[src/rtl/dma_bus_master_pkg.sv]
// Shared definitions for the 6809 DMA bus master: state encoding and
// default burst/pause budgets.
package dma_bus_master_pkg;

  localparam int unsigned BURST_MAX_DEF = 14;
  localparam int unsigned PAUSE_E_DEF   = 2;

  typedef enum logic [2:0] {
    ST_IDLE,
    ST_REQ,
    ST_WAIT_GRANT,
    ST_ADDR,
    ST_DATA,
    ST_PAUSE,
    ST_DONE
  } state_e;

  // States in which the 6809 is asked to hold off (o_DMA low).
  function automatic logic holds_bus(state_e s);
    return (s == ST_REQ) || (s == ST_WAIT_GRANT) || (s == ST_ADDR) || (s == ST_DATA);
  endfunction

  function automatic logic drives_bus(state_e s);
    return (s == ST_ADDR) || (s == ST_DATA);
  endfunction

endpackage

[src/rtl/dma_bus_master_e_edge_sync.sv]
// Brings the 6809 E, BA and BS signals into the clk domain and derives
// single-clk E-rise / E-fall strobes plus the bus-grant condition.
module e_edge_sync (
  input  logic clk,
  input  logic reset,
  input  logic i_E,
  input  logic i_BA,
  input  logic i_BS,
  output logic o_e_rise,
  output logic o_e_fall,
  output logic o_grant
);

  logic e_meta_q, e_meta_d;
  logic e_sync_q, e_sync_d;
  logic e_prev_q, e_prev_d;
  logic ba_meta_q, ba_meta_d;
  logic ba_sync_q, ba_sync_d;
  logic bs_meta_q, bs_meta_d;
  logic bs_sync_q, bs_sync_d;

  always_comb begin
    e_meta_d  = i_E;
    e_sync_d  = e_meta_q;
    e_prev_d  = e_sync_q;
    ba_meta_d = i_BA;
    ba_sync_d = ba_meta_q;
    bs_meta_d = i_BS;
    bs_sync_d = bs_meta_q;
  end

  always_ff @(posedge clk or negedge reset) begin
    if (!reset) begin
      e_meta_q  <= 1'b0;
      e_sync_q  <= 1'b0;
      e_prev_q  <= 1'b0;
      ba_meta_q <= 1'b0;
      ba_sync_q <= 1'b0;
      bs_meta_q <= 1'b0;
      bs_sync_q <= 1'b0;
    end else begin
      e_meta_q  <= e_meta_d;
      e_sync_q  <= e_sync_d;
      e_prev_q  <= e_prev_d;
      ba_meta_q <= ba_meta_d;
      ba_sync_q <= ba_sync_d;
      bs_meta_q <= bs_meta_d;
      bs_sync_q <= bs_sync_d;
    end
  end

  assign o_e_rise = e_sync_q & ~e_prev_q;
  assign o_e_fall = ~e_sync_q & e_prev_q;
  assign o_grant  = ba_sync_q & bs_sync_q;

endmodule

[src/rtl/dma_bus_master.sv]
// 6809 DMA bus master: requests the bus via o_DMA, then writes a block of
// source bytes to consecutive addresses in bursts bounded by BURST_MAX.
module dma_bus_master
  import dma_bus_master_pkg::*;
#(
  parameter int unsigned BURST_MAX = BURST_MAX_DEF,
  parameter int unsigned PAUSE_E   = PAUSE_E_DEF
) (
  input  logic        clk,
  input  logic        reset,
  input  logic        i_start,
  input  logic [15:0] i_base_addr,
  input  logic [8:0]  i_count,
  input  logic [7:0]  i_wdata,
  input  logic        i_wvalid,
  output logic        o_wready,
  input  logic        i_E,
  input  logic        i_BA,
  input  logic        i_BS,
  output logic        o_DMA,
  output logic [15:0] o_ADDR,
  output logic        o_ADDR_OE,
  output logic [7:0]  o_DATA,
  output logic        o_DATA_OE,
  output logic        o_RW,
  output logic        o_busy,
  output logic        o_done
);

  localparam int unsigned BW = $clog2(BURST_MAX + 2);
  localparam int unsigned PW = (PAUSE_E > 1) ? $clog2(PAUSE_E) : 1;
  localparam logic [BW-1:0] BURST_LAST = BW'(BURST_MAX);
  localparam logic [PW-1:0] PAUSE_LAST = PW'(PAUSE_E - 1);

  logic e_rise, e_fall, grant;

  e_edge_sync u_sync (
    .clk      (clk),
    .reset    (reset),
    .i_E      (i_E),
    .i_BA     (i_BA),
    .i_BS     (i_BS),
    .o_e_rise (e_rise),
    .o_e_fall (e_fall),
    .o_grant  (grant)
  );

  state_e          state_q, state_d;
  logic [15:0]     addr_q, addr_d;
  logic [8:0]      remain_q, remain_d;
  logic [BW-1:0]   burst_q, burst_d;
  logic [BW-1:0]   burst_inc;
  logic [PW-1:0]   pause_q, pause_d;
  logic [7:0]      data_q, data_d;
  logic            dma_q, dma_d;
  logic            addr_oe_q, addr_oe_d;
  logic            data_oe_q, data_oe_d;
  logic            rw_q, rw_d;
  logic            wready_q, wready_d;
  logic            done_q, done_d;
  logic            busy_q, busy_d;

  assign burst_inc = burst_q + BW'(1);

  always_comb begin
    state_d  = state_q;
    addr_d   = addr_q;
    remain_d = remain_q;
    burst_d  = burst_q;
    pause_d  = pause_q;
    data_d   = data_q;
    wready_d = 1'b0;

    case (state_q)
      ST_IDLE: begin
        if (i_start) begin
          addr_d   = i_base_addr;
          remain_d = i_count;
          state_d  = (i_count == 9'd0) ? ST_DONE : ST_REQ;
        end
      end

      ST_REQ: begin
        burst_d = '0;
        state_d = ST_WAIT_GRANT;
      end

      // An E cycle that starts granted but without source data is left
      // undriven yet still charged against the burst budget.
      ST_WAIT_GRANT: begin
        if (e_fall && grant) begin
          if (burst_q == BURST_LAST) begin
            pause_d = '0;
            state_d = ST_PAUSE;
          end else if (i_wvalid) begin
            data_d  = i_wdata;
            state_d = ST_ADDR;
          end else begin
            burst_d = burst_inc;
          end
        end
      end

      // The source only advances after the o_wready pulse, so a
      // back-to-back launch refreshes the byte during the address phase.
      ST_ADDR: begin
        if (!grant) begin
          state_d = ST_REQ;
        end else begin
          if (i_wvalid) data_d = i_wdata;
          if (e_rise) state_d = ST_DATA;
        end
      end

      ST_DATA: begin
        if (!grant) begin
          state_d = ST_REQ;
        end else if (e_fall) begin
          wready_d = 1'b1;
          addr_d   = addr_q + 16'd1;
          remain_d = remain_q - 9'd1;
          burst_d  = burst_inc;
          if (remain_q == 9'd1) begin
            state_d = ST_DONE;
          end else if (burst_inc == BURST_LAST) begin
            pause_d = '0;
            state_d = ST_PAUSE;
          end else if (i_wvalid) begin
            data_d  = i_wdata;
            state_d = ST_ADDR;
          end else begin
            burst_d = burst_inc + BW'(1);
            state_d = ST_WAIT_GRANT;
          end
        end
      end

      ST_PAUSE: begin
        if (e_fall) begin
          if (pause_q == PAUSE_LAST) state_d = ST_REQ;
          else                       pause_d = pause_q + PW'(1);
        end
      end

      ST_DONE: begin
        state_d = ST_IDLE;
      end

      default: begin
        state_d = ST_IDLE;
      end
    endcase

    // Bus-facing outputs are registered from the next state so they
    // change on the same edge as the state register.
    dma_d     = ~holds_bus(state_d);
    addr_oe_d = drives_bus(state_d);
    data_oe_d = (state_d == ST_DATA);
    rw_d      = ~drives_bus(state_d);
    done_d    = (state_d == ST_DONE);
    busy_d    = (state_d != ST_IDLE);
  end

  always_ff @(posedge clk or negedge reset) begin
    if (!reset) begin
      state_q   <= ST_IDLE;
      addr_q    <= '0;
      remain_q  <= '0;
      burst_q   <= '0;
      pause_q   <= '0;
      data_q    <= '0;
      dma_q     <= 1'b1;
      addr_oe_q <= 1'b0;
      data_oe_q <= 1'b0;
      rw_q      <= 1'b1;
      wready_q  <= 1'b0;
      done_q    <= 1'b0;
      busy_q    <= 1'b0;
    end else begin
      state_q   <= state_d;
      addr_q    <= addr_d;
      remain_q  <= remain_d;
      burst_q   <= burst_d;
      pause_q   <= pause_d;
      data_q    <= data_d;
      dma_q     <= dma_d;
      addr_oe_q <= addr_oe_d;
      data_oe_q <= data_oe_d;
      rw_q      <= rw_d;
      wready_q  <= wready_d;
      done_q    <= done_d;
      busy_q    <= busy_d;
    end
  end

  assign o_DMA     = dma_q;
  assign o_ADDR    = addr_q;
  assign o_ADDR_OE = addr_oe_q;
  assign o_DATA    = data_q;
  assign o_DATA_OE = data_oe_q;
  assign o_RW      = rw_q;
  assign o_wready  = wready_q;
  assign o_done    = done_q;
  assign o_busy    = busy_q;

endmodule

[config.mk]
export PLATFORM = sky130hd
export DESIGN_NAME = dma_bus_master
export DESIGN_NICKNAME = d
export VERILOG_FILES = /design/src/rtl/dma_bus_master_pkg.sv /design/src/rtl/dma_bus_master_e_edge_sync.sv /design/src/rtl/dma_bus_master.sv
export SDC_FILE = /design/constraint.sdc
export NUM_CORES = 1
export LEC_CHECK = 0
export ABC_AREA = 1
export BUFFER_PORTS_ARGS = -buffer_cell sky130_fd_sc_hd__buf_2
export CORE_MARGIN = 2
export CORE_UTILIZATION = 59
export DETAILED_ROUTE_END_ITERATION = 8
export HOLD_SLACK_MARGIN = 0.02
export PLACE_DENSITY_LB_ADDON = 0.1
export SKIP_CTS_REPAIR_TIMING = 1
export SLEW_MARGIN = 10
export SYNTH_ARGS = -nofsm -noshare
export SYNTH_HDL_FRONTEND = slang
export SYNTH_SLANG_ARGS = --single-unit
[constraint.sdc]
create_clock -name clk -period 2.5 [get_ports clk]
set_input_delay 0.375 -clock clk [delete_from_list [all_inputs] [get_ports clk]]
set_output_delay 0.375 -clock clk [all_outputs]
set_load 0.1 [all_outputs]
# ---- Word-level counts from Yosys, hierarchy flattened
# Index checks and enable logic that the tools add are counted.
dict set report word_totals {
  ff_bits 55
  inputBits 40
  out_inout_bits 31
  word_cells 126
}
dict set report op_classes {
  add_sub_neg 5
  n_eq_ne 25
  mux 53
  n_bitwise 7
  reduce_logical 16
}
# cell count
set ops {}
lappend ops {{$mux W8} 8}
lappend ops {{$mux W16} 3}
lappend ops {{$mux W3} 13}
lappend ops {{$mux W4} 8}
lappend ops {{$pmux W16 S2} 1}
lappend ops {{$mux W9} 3}
lappend ops {{$ne A2 B2 Y1 const B} 12}
lappend ops {{$pmux W8 S3} 1}
lappend ops {{$pmux W3 S6} 1}
lappend ops {{$pmux W9 S2} 1}
lappend ops {{$add A16 B1 Y16 const B} 1}
lappend ops {{$reduce_and A8 Y1} 2}
lappend ops {{$eq A3 B2 Y1 const B} 4}
lappend ops {{$eq A3 B3 Y1 const B} 4}
lappend ops {{$mux W1} 12}
lappend ops {{$pmux W4 S3} 1}
lappend ops {{$reduce_bool A3 Y1} 4}
lappend ops {{$eq A9 B1 Y1 const B} 1}
lappend ops {{$logic_not A9 Y1} 1}
lappend ops {{$sub A9 B1 Y9 const B} 1}
lappend ops {{$add A4 B1 Y4 const B} 2}
lappend ops {{$eq A4 B4 Y1 const B} 2}
lappend ops {{$eq A3 B1 Y1 const B} 2}
lappend ops {{$reduce_and A6 Y1} 1}
lappend ops {{9 further kinds} 17}

# ---- Logic depth before layout (Yosys ltp)
# Gate-level depths: netlist of run 1.
dict set report depth {
  depth_word 12
  depth_mapped 14
  depth_no_buf 14
}

# ---- Hierarchy
# Synthesis of run 1 repeated with hierarchy kept, for this count alone.
dict set report hier_totals {
  hier_cells 437
  area_unflattened_um2 3189.3
}
# module instances cells_per_inst area_each_um2
set modules_own_cells {}
lappend modules_own_cells {dma_bus_master 1 424 2991.6}
lappend modules_own_cells {e_edge_sync 1 13 197.7}

# ---- Least setup slack after synthesis of run 1
# No wires, ideal clock.
dict set report synth_timing {
  path_kind {reg2reg}
  start {register addr_q[2], in the netlist o_ADDR[2]}
  end {register addr_q[11], in the netlist o_ADDR[11]}
  setup_time_ns 0.123
  arrival_time_ns 2.112
  setup_slack_ns 0.265
  stages_incl_launch_ff 9
  synth_period_minus_slack_ns 2.235
  cell_sequence {dfrtp_1 > nand3_1 > nor2_1 > nand3_1 > inv_1 > nand2_1 > xnor2_1 > o21ai_0 > nand2_1}
}
dict set report synth_between {
  elab_chain_len 4
}
# element line_no
set synth_rtl {}
lappend synth_rtl {{start, declared} dma_bus_master.sv:49} ;# logic [15:0] addr_q, addr_d;
lappend synth_rtl {{start signal, assigned} dma_bus_master.sv:181} ;# addr_q <= addr_d;
lappend synth_rtl {{$add A16 B1 Y16} dma_bus_master.sv:120} ;# addr_d = addr_q + 16'd1;
lappend synth_rtl {{$mux W16} dma_bus_master.sv:118} ;# end else if (e_fall) begin
lappend synth_rtl {{$mux W16} dma_bus_master.sv:116} ;# if (!grant) begin
lappend synth_rtl {{$pmux W16 S2} dma_bus_master.sv:74} ;# case (state_q)
# No other way between the ends. The select of a mux whose other input is x is not followed.
# A chain may end at the register's enable or synchronous reset.

# ---- Worst setup path in the final report of run 1
dict set report layout_timing {
  start {register state_q[1]}
  end {register addr_q[15], in the netlist o_ADDR[15]}
}
dict set report layout_between {
  elab_chain_len 3
  elab_cells_between_ends 8
  cone_classes {eq/ne: 4; mux: 1; reduce/logical: 3}
}
# element line_no
set layout_rtl {}
lappend layout_rtl {{start, declared} dma_bus_master.sv:48} ;# state_e state_q, state_d;
lappend layout_rtl {{start signal, assigned} dma_bus_master.sv:180} ;# state_q <= state_d;
lappend layout_rtl {{$eq A3 B3 Y1 / $logic_not A3 Y1 (equally long branches)} dma_bus_master.sv:74}
lappend layout_rtl {{$ne A2 B2 Y1 (no source line) / $reduce_bool A2 Y1 (equally long branches)} n/a}
lappend layout_rtl {{$reduce_and A4 Y1 (no source line)} n/a}
# Several ways; a longest one is shown, not always the timed one.

==> results of run 1 <==
cell usage in the layout (no fill, tap or decap), types with 4 or more instances in the layout:
master and instances:
sky130_fd_sc_hd__a21oi_1 22, sky130_fd_sc_hd__buf_2 70, sky130_fd_sc_hd__clkbuf_8 5, sky130_fd_sc_hd__dfrtp_1 53, sky130_fd_sc_hd__ha_1 6, sky130_fd_sc_hd__inv_1 54
sky130_fd_sc_hd__inv_2 4, sky130_fd_sc_hd__nand2_1 95, sky130_fd_sc_hd__nand2_2 4, sky130_fd_sc_hd__nand3_1 28, sky130_fd_sc_hd__nand4_1 8, sky130_fd_sc_hd__nor2_1 47
sky130_fd_sc_hd__nor2_4 4, sky130_fd_sc_hd__nor3_1 8, sky130_fd_sc_hd__o21ai_0 28, sky130_fd_sc_hd__o21ai_1 5, sky130_fd_sc_hd__o21ai_2 13, sky130_fd_sc_hd__o22ai_1 7
sky130_fd_sc_hd__xor2_1 4
cell families (layout without fill, tap and decap cells):
| family | count (synthesis) | in the layout |
|---|---|---|
| AOI/OAI and AO/OA | 89 | 89 |
| xor gates and xnor gates | 6 | 6 |
| adders and majority gates | 6 | 6 |
| buffers and inverters | 70 | 139 |
| DFF | 55 | 55 |
| and+or+nand+nor | 203 | 203 |
area by class of cell:
type	count	area (sq um)
Clock inverter	3	27.53
Tap cell	72	90.09
Multi-Input combinational cell	304	1627
Clock buffer	5	68.82
Fill cell	485	1678
Timing Repair Buffer	73	385.4
Sequential cell	55	1379
Inverter	58	217.7
per-layer routing:
metal / global-route usage, % / vias to the layer above / wire (microns)
met5: 0 / - / 0
met4: 7.586 / 0 / 114
met3: 4.318 / 14 / 340
met2: 43.76 / 82 / 3818
met1: 33.26 / 1427 / 3401
li1: - / 1533 / -
flip-flops by register name, indices dropped and copies added (netlist names):
register	count
o_DATA_OE	1
u_sync.ba_sync_q	1
o_DMA	1
u_sync.e_prev_d	1
o_ADDR	16
o_DATA	8
u_sync.e_meta_q	1
u_sync.ba_meta_q	1
pause_q	1
state_q	3
o_wready	1
u_sync.bs_meta_q	1
remain_q	9
o_done	1
o_RW	1
o_ADDR_OE	1
o_busy	1
u_sync.bs_sync_q	1
u_sync.e_prev_q	1
burst_q	4
where the power goes:
group	internal (mW)	switching [mW]	total [mW]
registers	1.24	0.323	1.56
clock network	0.208	0.321	0.530
logic	0.725	2.65	3.38
worst max-delay path, cell delays in order (launching register included):
cell and delay, ns:
sky130_fd_sc_hd__dfrtp_1 0.46, sky130_fd_sc_hd__nor2_4 0.13, sky130_fd_sc_hd__nand2_4 0.18, sky130_fd_sc_hd__inv_2 0.10, sky130_fd_sc_hd__nand2_1 0.08, sky130_fd_sc_hd__nand2_1 0.09
sky130_fd_sc_hd__o21ai_2 0.15, sky130_fd_sc_hd__inv_2 0.56, sky130_fd_sc_hd__o21ai_0 0.21, sky130_fd_sc_hd__o22ai_1 0.17
metrics by stage:
stage          hold slack, ns  utilization [%]  setup slack [ns]  cell area [sq um]
2_1_floorplan         0.07941                -            0.2654               3308
3_3_place_gp           0.3318            67.58            0.3846               3699
3_5_place_dp           0.3347            67.58            0.3287               3699
4_1_cts               0.07755            69.34            0.2617               3795
5_1_grt                0.1012            69.34          0.003838               3795
6_report              0.06333            69.34            0.2673               3795
path summary, 6_finish.rpt:
kind	start	to	slack (ns)	cells after the start
min in group clk	i_BA	u_sync.ba_meta_q	0.16	1
hold reg to reg	u_sync.bs_meta_q	u_sync.bs_sync_q	0.36	0
setup reg to reg	state_q[1]	o_ADDR[15]	0.27	9
max in group asynchronous	reset	o_DMA	1.79	2
setup / recovery	state_q[1]	o_ADDR[15]	0.27	9
hold / removal	reset	state_q[2]	0.06	1
==> impl_summary.txt, run 1 <==
----------------------------------------------------
[Yosys]
  Number of enable flip-flop cells after synthesis ... 0
  Post-synthesis simple-gate area fraction ... 27.50%
  Compound-Gate Fraction of Synth Area ... 17.81%
  Cells after synthesis ... 429
  Synth Register Bits ... 55
  Netlist Area Pre-Place ... 3308 sq um
  Dominant combinational cell family by area after synthesis ... simple AND/OR/NAND/NOR gates
  Share of the synthesized netlist area taken by xor and xnor gates ... 1.589%
  Library cell with the largest summed area after synthesis ... sky130_fd_sc_hd__dfrtp_1
  Syn Nets ... 475
  Portion of the post-synthesis area used by sequential elements ... 41.68%
  Post-synthesis share of cell area spent on full adders, half adders and majority gates ... 2.269%
  Primary flip-flop cell chosen by synthesis mapping ... sky130_fd_sc_hd__dfrtp_1
  Most frequently used cell type in the post-synthesis netlist ... sky130_fd_sc_hd__nand2_1
  Post-synth cell types ... 38
  Total of warnings raised by yosys ... 0
  Fraction of synthesized cell area taken by the top area cell type ... 40.09%
  Share of flip-flops with an asynchronous set or reset after synthesis ... 100.0%
  Avg Cell Area, Syn ... 7.711 sq um
  Most numerous cell types in the synthesized netlist ... sky130_fd_sc_hd__nand2_1, sky130_fd_sc_hd__inv_1, sky130_fd_sc_hd__dfrtp_1
  Most area-consuming cells after synthesis ... sky130_fd_sc_hd__dfrtp_1, sky130_fd_sc_hd__nand2_1, sky130_fd_sc_hd__inv_1, sky130_fd_sc_hd__nor2_1, sky130_fd_sc_hd__nand3_1
  Mux contribution to synthesized area ... 0%

[Pwr]
  Sum of internal, switching and leakage power ... 5.466 mW
  Leakage dissipation ... 1.967 nW
  Largest voltage drop on the vdd net ... 0.0008925 V
  Pwr per Cell Area ... 1440 nW/um^2

[Global route]
  First-pass GRT wire length ... 12680 microns
  Via count of the first global-routing pass ... 2820
  Initial antenna violation count ... 0
  Total overflow reported by the global router ... 0
  Global router's overall resource usage ... 25.49%
  Maximum number of pins on one net before global-route repair ... 41

[Routing]
  Iter 0 DRT Violations ... 140
  Number of DRC violations after detailed routing ... 0
  Vias per Instance ... 5.361
  Remaining number of nets flagged by the antenna check after routing ... 0
  Post-DR wirelength/cell ... 13.46 microns
  Detailed-route via count ... 3056
  Detailed-routing iteration count for the pre-antenna-repair pass ... 4
  Sum of routed wire length over all layers ... 7674 microns

[STA]
  Number of hold violations in the final report ... 0
  Final worst clock skew ... 0.008475 ns
  Total Negative Setup Slacks ... 0 ns
  Share of the clock period used by the worst path after layout ... 89.31%
  Maximum clock frequency ... 0.4479 GHz
  Setup repair after global routing missed its margin ... no
  Setup violators final ... 0
  Actual slew at the worst max-slew pin ... 0.6850 ns
  Pins Over Slew Limit ... 0
  Max transition margin ... 54.27%
  Minimum clock period ... 2.233 ns

[Critical path]
  Critical path peak fanout ... 38
  Launching element type of the critical path ... register
  Arrival time of the worst setup path ... 2.46 ns
  Sort of element at the end of the critical path ... register
  Classification of the worst setup path ... reg2reg
  Data required time of the worst path ... 2.73 ns

[Clocking]
  TritonCTS clock tree ... done
  H-Tree Depth ... 2
  Number of buffers inserted during clock tree synthesis ... 5
  Number of buffers between clock root and the deepest sink ... 2
  Root buf cell ... sky130_fd_sc_hd__clkbuf_8
  Clock Sink Count ... 55
  Clock-pin slew on the worst setup and hold paths ... 0.11 ns
  Worst-Skew Late Latency ... 0.31 ns

[Floorplan]
  Die Outline Area ... 6222 sq um
  Die Y ... 78.88 microns
  Placement row count ... 27
  Die width ... 78.88 microns
  Total I/O pin count ... 71
  Initial standard-cell utilization of the core ... 60.45%
  Core Box Area ... 5473 sq um

[Min path]
  HP Class ... in2async

[Placement]
  Placed cells ... 562
  HPWL after detailed placement ... 5802 microns
  Number of port buffers ... 70
  Last weighted congestion value of the routability-driven placer ... 0.9136

[Finish]
  ANT cells ... 0
  Area delta synth->final ... 14.71%
  Share of layout cells above drive strength 1 ... 24.90%
  Number of standard cells in the final layout excluding fillers ... 570
  Net count reported at finish ... 543

[Run]
  Number of maximum-capacitance constraint violations ... 0

[Run status]
  Status ... complete, no violations

----------------------------------------------------
Note: power is estimated with default switching activity, not from simulation.
==> run 2: changes to the inputs <==
--- a/config.mk
+++ b/config.mk
@@ -5,10 +5,9 @@
 export SDC_FILE = /design/constraint.sdc
 export NUM_CORES = 1
 export LEC_CHECK = 0
-export ABC_AREA = 1
 export BUFFER_PORTS_ARGS = -buffer_cell sky130_fd_sc_hd__buf_2
 export CORE_MARGIN = 2
-export CORE_UTILIZATION = 59
+export CORE_UTILIZATION = 58
 export DETAILED_ROUTE_END_ITERATION = 8
 export HOLD_SLACK_MARGIN = 0.02
 export PLACE_DENSITY_LB_ADDON = 0.1
==> run 2 against run 1 <==
Net effect:
- combinational power down 11%
- power down 7.3%
- utilization up 2.7 points
- sequential cell count unchanged
- maximum frequency down 5.0%
- clock-buffer cell count unchanged
- via count down 6.4%
- synthesized area down 6.8%
- synthesized cell count down 22%
- sequential share of layout area up 1.1 points
==> impl_summary.txt, run 2 <==
----------------------------------------------------
[Run status]
  Status ... complete, no violations

[Global route]
  Via count of the first global-routing pass ... 2624
  First-pass GRT wire length ... 12220 microns
  Maximum number of pins on one net before global-route repair ... 37
  Total overflow reported by the global router ... 0
  Initial antenna violation count ... 0
  Global router's overall resource usage ... 25.70%

[Critical path]
  Worst R2R End ... o_DATA[1]
  Data required time of the worst path ... 2.70 ns
  Launching element type of the critical path ... register
  Slack of the worst reg-to-reg path ... 0.15 ns
  Classification of the worst setup path ... reg2reg
  Slowest CP cell ... sky130_fd_sc_hd__dfrtp_1
  Startpoint of the worst-slack reg-to-reg timing path ... burst_q[0]
  Cell class contributing the biggest share of worst-path delay ... simple AND/OR/NAND/NOR gates
  Number of buffers and inverters on the critical path ... 1
  Arrival time of the worst setup path ... 2.55 ns
  Critical Path, Cell by Cell ... ha_1 > nand2b_1 > nor2_1 > a31oi_2 > and3_4 > o31ai_4 > buf_4 > mux2_2
  Largest stage delay on the critical path ... 0.49 ns
  Number of cells traversed by the worst register-to-register path ... 8
  Critical path peak fanout ... 9
  Sort of element at the end of the critical path ... register

[STA]
  Minimum clock period ... 2.349 ns
  Max transition margin ... 62.53%
  Share of the clock period used by the worst path after layout ... 93.97%
  Setup violators final ... 0
  Maximum clock frequency ... 0.4257 GHz
  Setup repair after global routing missed its margin ... no
  Pins Over Slew Limit ... 0
  Actual slew at the worst max-slew pin ... 0.5620 ns
  Final worst clock skew ... 0.007398 ns
  Total Negative Setup Slacks ... 0 ns
  Number of hold violations in the final report ... 0

[Finish]
  Largest register FFs ... 16
  Share of layout cells above drive strength 1 ... 28.47%
  Net count reported at finish ... 456
  Number of standard cells in the final layout excluding fillers ... 481
  Highest-count cells in the layout ignoring fill and taps ... sky130_fd_sc_hd__buf_2, sky130_fd_sc_hd__dfrtp_1, sky130_fd_sc_hd__a21oi_1
  ANT cells ... 0
  Total area of multi-input combinational cells ... 1595 sq um
  Most common cell after layout, fill and taps aside ... sky130_fd_sc_hd__buf_2
  Area taken by flip-flops and latches ... 1379 sq um
  Layout filler cell count ... 415
  Area delta synth->final ... 19.40%

[Floorplan]
  Die width ... 76.91 microns
  Placement row count ... 26
  Core Box Area ... 5107 sq um
  Total I/O pin count ... 71
  Initial standard-cell utilization of the core ... 60.36%
  Die Y ... 76.91 microns
  Die Outline Area ... 5914 sq um

[Yosys]
  Avg Cell Area, Syn ... 9.230 sq um
  Most frequently used cell type in the post-synthesis netlist ... sky130_fd_sc_hd__dfrtp_1
  Synth Register Bits ... 55
  Cells after synthesis ... 334
  Share of flip-flops with an asynchronous set or reset after synthesis ... 100.0%
  Post-synth cell types ... 61
  Primary flip-flop cell chosen by synthesis mapping ... sky130_fd_sc_hd__dfrtp_1
  Most numerous cell types in the synthesized netlist ... sky130_fd_sc_hd__dfrtp_1, sky130_fd_sc_hd__a21oi_1, sky130_fd_sc_hd__o21ai_0
  Fraction of synthesized cell area taken by the top area cell type ... 43.02%
  Most area-consuming cells after synthesis ... sky130_fd_sc_hd__dfrtp_1, sky130_fd_sc_hd__a21oi_1, sky130_fd_sc_hd__o21ai_0, sky130_fd_sc_hd__nand2_1, sky130_fd_sc_hd__nor2_1
  Number of enable flip-flop cells after synthesis ... 0
  Netlist Area Pre-Place ... 3083 sq um
  Portion of the post-synthesis area used by sequential elements ... 44.72%
  Total of warnings raised by yosys ... 0
  Library cell with the largest summed area after synthesis ... sky130_fd_sc_hd__dfrtp_1
  Syn Nets ... 380

[Min path]
  HP Class ... in2async

[Pwr]
  Largest voltage drop on the vdd net ... 0.001040 V
  Pwr per Cell Area ... 1377 nW/um^2
  Clock group share of total power ... 10.2%
  Comb power frac ... 59.5%
  Leakage dissipation ... 1.644 nW
  Switching power total ... 2.998 mW
  Sequential fraction of design power ... 30.3%
  Switching Share ... 59.13%
  Int Pwr ... 2.072 mW
  Sum of internal, switching and leakage power ... 5.070 mW

[Clocking]
  H-Tree Depth ... 2
  Number of buffers between clock root and the deepest sink ... 2
  Worst-Skew Late Latency ... 0.31 ns
  Root buf cell ... sky130_fd_sc_hd__clkbuf_8
  TritonCTS clock tree ... done
  Clock-pin slew on the worst setup and hold paths ... 0.11 ns
  Clock Sink Count ... 55
  Number of buffers inserted during clock tree synthesis ... 5

[Routing]
  Vias per Instance ... 5.946
  Post-DR wirelength/cell ... 15.32 microns
  Number of DRC violations after detailed routing ... 0
  Detailed-route via count ... 2860
  Remaining number of nets flagged by the antenna check after routing ... 0
  Sum of routed wire length over all layers ... 7368 microns
  Iter 0 DRT Violations ... 170
  Detailed-routing iteration count for the pre-antenna-repair pass ... 5

[Placement]
  Number of port buffers ... 70
  Last weighted congestion value of the routability-driven placer ... 1.001
  Placed cells ... 473
  HPWL after detailed placement ... 5519 microns

[Run]
  Number of maximum-capacitance constraint violations ... 0

----------------------------------------------------
## run 2: cell types whose count changed after synthesis, moves of 5 or more
cell	change
sky130_fd_sc_hd__nand2_1	-64
sky130_fd_sc_hd__o21ai_2	-12
sky130_fd_sc_hd__inv_1	-45
sky130_fd_sc_hd__clkbuf_1	+8
sky130_fd_sc_hd__nand4_1	-5
sky130_fd_sc_hd__nor2_1	-21
sky130_fd_sc_hd__nand2b_1	+5
sky130_fd_sc_hd__a21oi_1	+19
sky130_fd_sc_hd__and3_1	+7
sky130_fd_sc_hd__o21ai_1	-5
sky130_fd_sc_hd__mux2_2	+8
sky130_fd_sc_hd__nand3_1	-17
## run 2: final cells by class
cell class	instances	share of cell area [%]
multi-input combinational	254	43.34
clock buffer	5	1.869
sequential	55	37.46
inverter	9	0.9177
timing repair buffer	85	13.26
clock inverter	3	0.7818
tap	70	2.379
## run 2: per-stage QoR
step | setup slack, ns | hold WS [ns] | cell area, sq um | util (%)
detailed placement | 0.1845 | 0.3379 | 3583 | 70.16
global route | 0.07321 | 0.07693 | 3681 | 72.07
global placement | 0.2588 | 0.3318 | 3583 | 70.16
CTS | 0.1631 | 0.06425 | 3681 | 72.07
floorplan | 0.1929 | 0.07941 | 3083 | -
finish | 0.1508 | 0.04379 | 3681 | 72.07
## run 2: worst register-to-register path, cell delays in order (launching register included)
cell	delay, ns
sky130_fd_sc_hd__dfrtp_1	0.49
sky130_fd_sc_hd__ha_1	0.26
sky130_fd_sc_hd__nand2b_1	0.19
sky130_fd_sc_hd__nor2_1	0.25
sky130_fd_sc_hd__a31oi_2	0.08
sky130_fd_sc_hd__and3_4	0.20
sky130_fd_sc_hd__o31ai_4	0.21
sky130_fd_sc_hd__buf_4	0.21
sky130_fd_sc_hd__mux2_2	0.36
## run 2: power by group through the flow
stage | clock network (mW) | registers, mW | logic, mW
2_1_floorplan | 0 | 3.13 | 0.823
3_3_place_gp | 0 | 1.53 | 2.97
3_5_place_dp | 0 | 1.54 | 3.01
4_1_cts | 0.532 | 1.53 | 3.01
5_1_grt | 0.569 | 1.59 | 3.17
6_report | 0.519 | 1.53 | 3.02
## run 2: worst max path at each step
stage	start	slack, ns	cells past startpoint	end
2_1_floorplan	o_ADDR[0]	0.19	7	o_ADDR[14]
3_3_place_gp	burst_q[0]	0.26	8	o_DATA[5]
3_5_place_dp	burst_q[0]	0.18	8	o_DATA[1]
4_1_cts	burst_q[0]	0.16	8	o_DATA[1]
5_1_grt	burst_q[0]	0.07	8	o_DATA[2]
6_report	burst_q[0]	0.15	8	o_DATA[1]
## run 2: kinds of logic after synthesis
family,after synthesis,share of synthesized area (%)
adder cells (fa/ha/maj),6,2.435
multiplexers,11,3.937
buffers and inverters,25,3.693
flip-flops,55,44.72
AND/OR/NAND/NOR,121,21.06
AO/OA/AOI/OAI,114,23.58
XOR/XNOR,2,0.5683
## run 2: routing by layer
layer / up-vias / part of all wire, % / GRT usage (%) / routed length, microns
met5: - / 0 / 0 / 0
met1: 1350 / 45 / 34.11 / 3296
met2: 112 / 48 / 43.16 / 3556
li1: 1385 / - / - / -
met3: 13 / 5.3 / 3.765 / 392
met4: 0 / 1.7 / 8.909 / 123
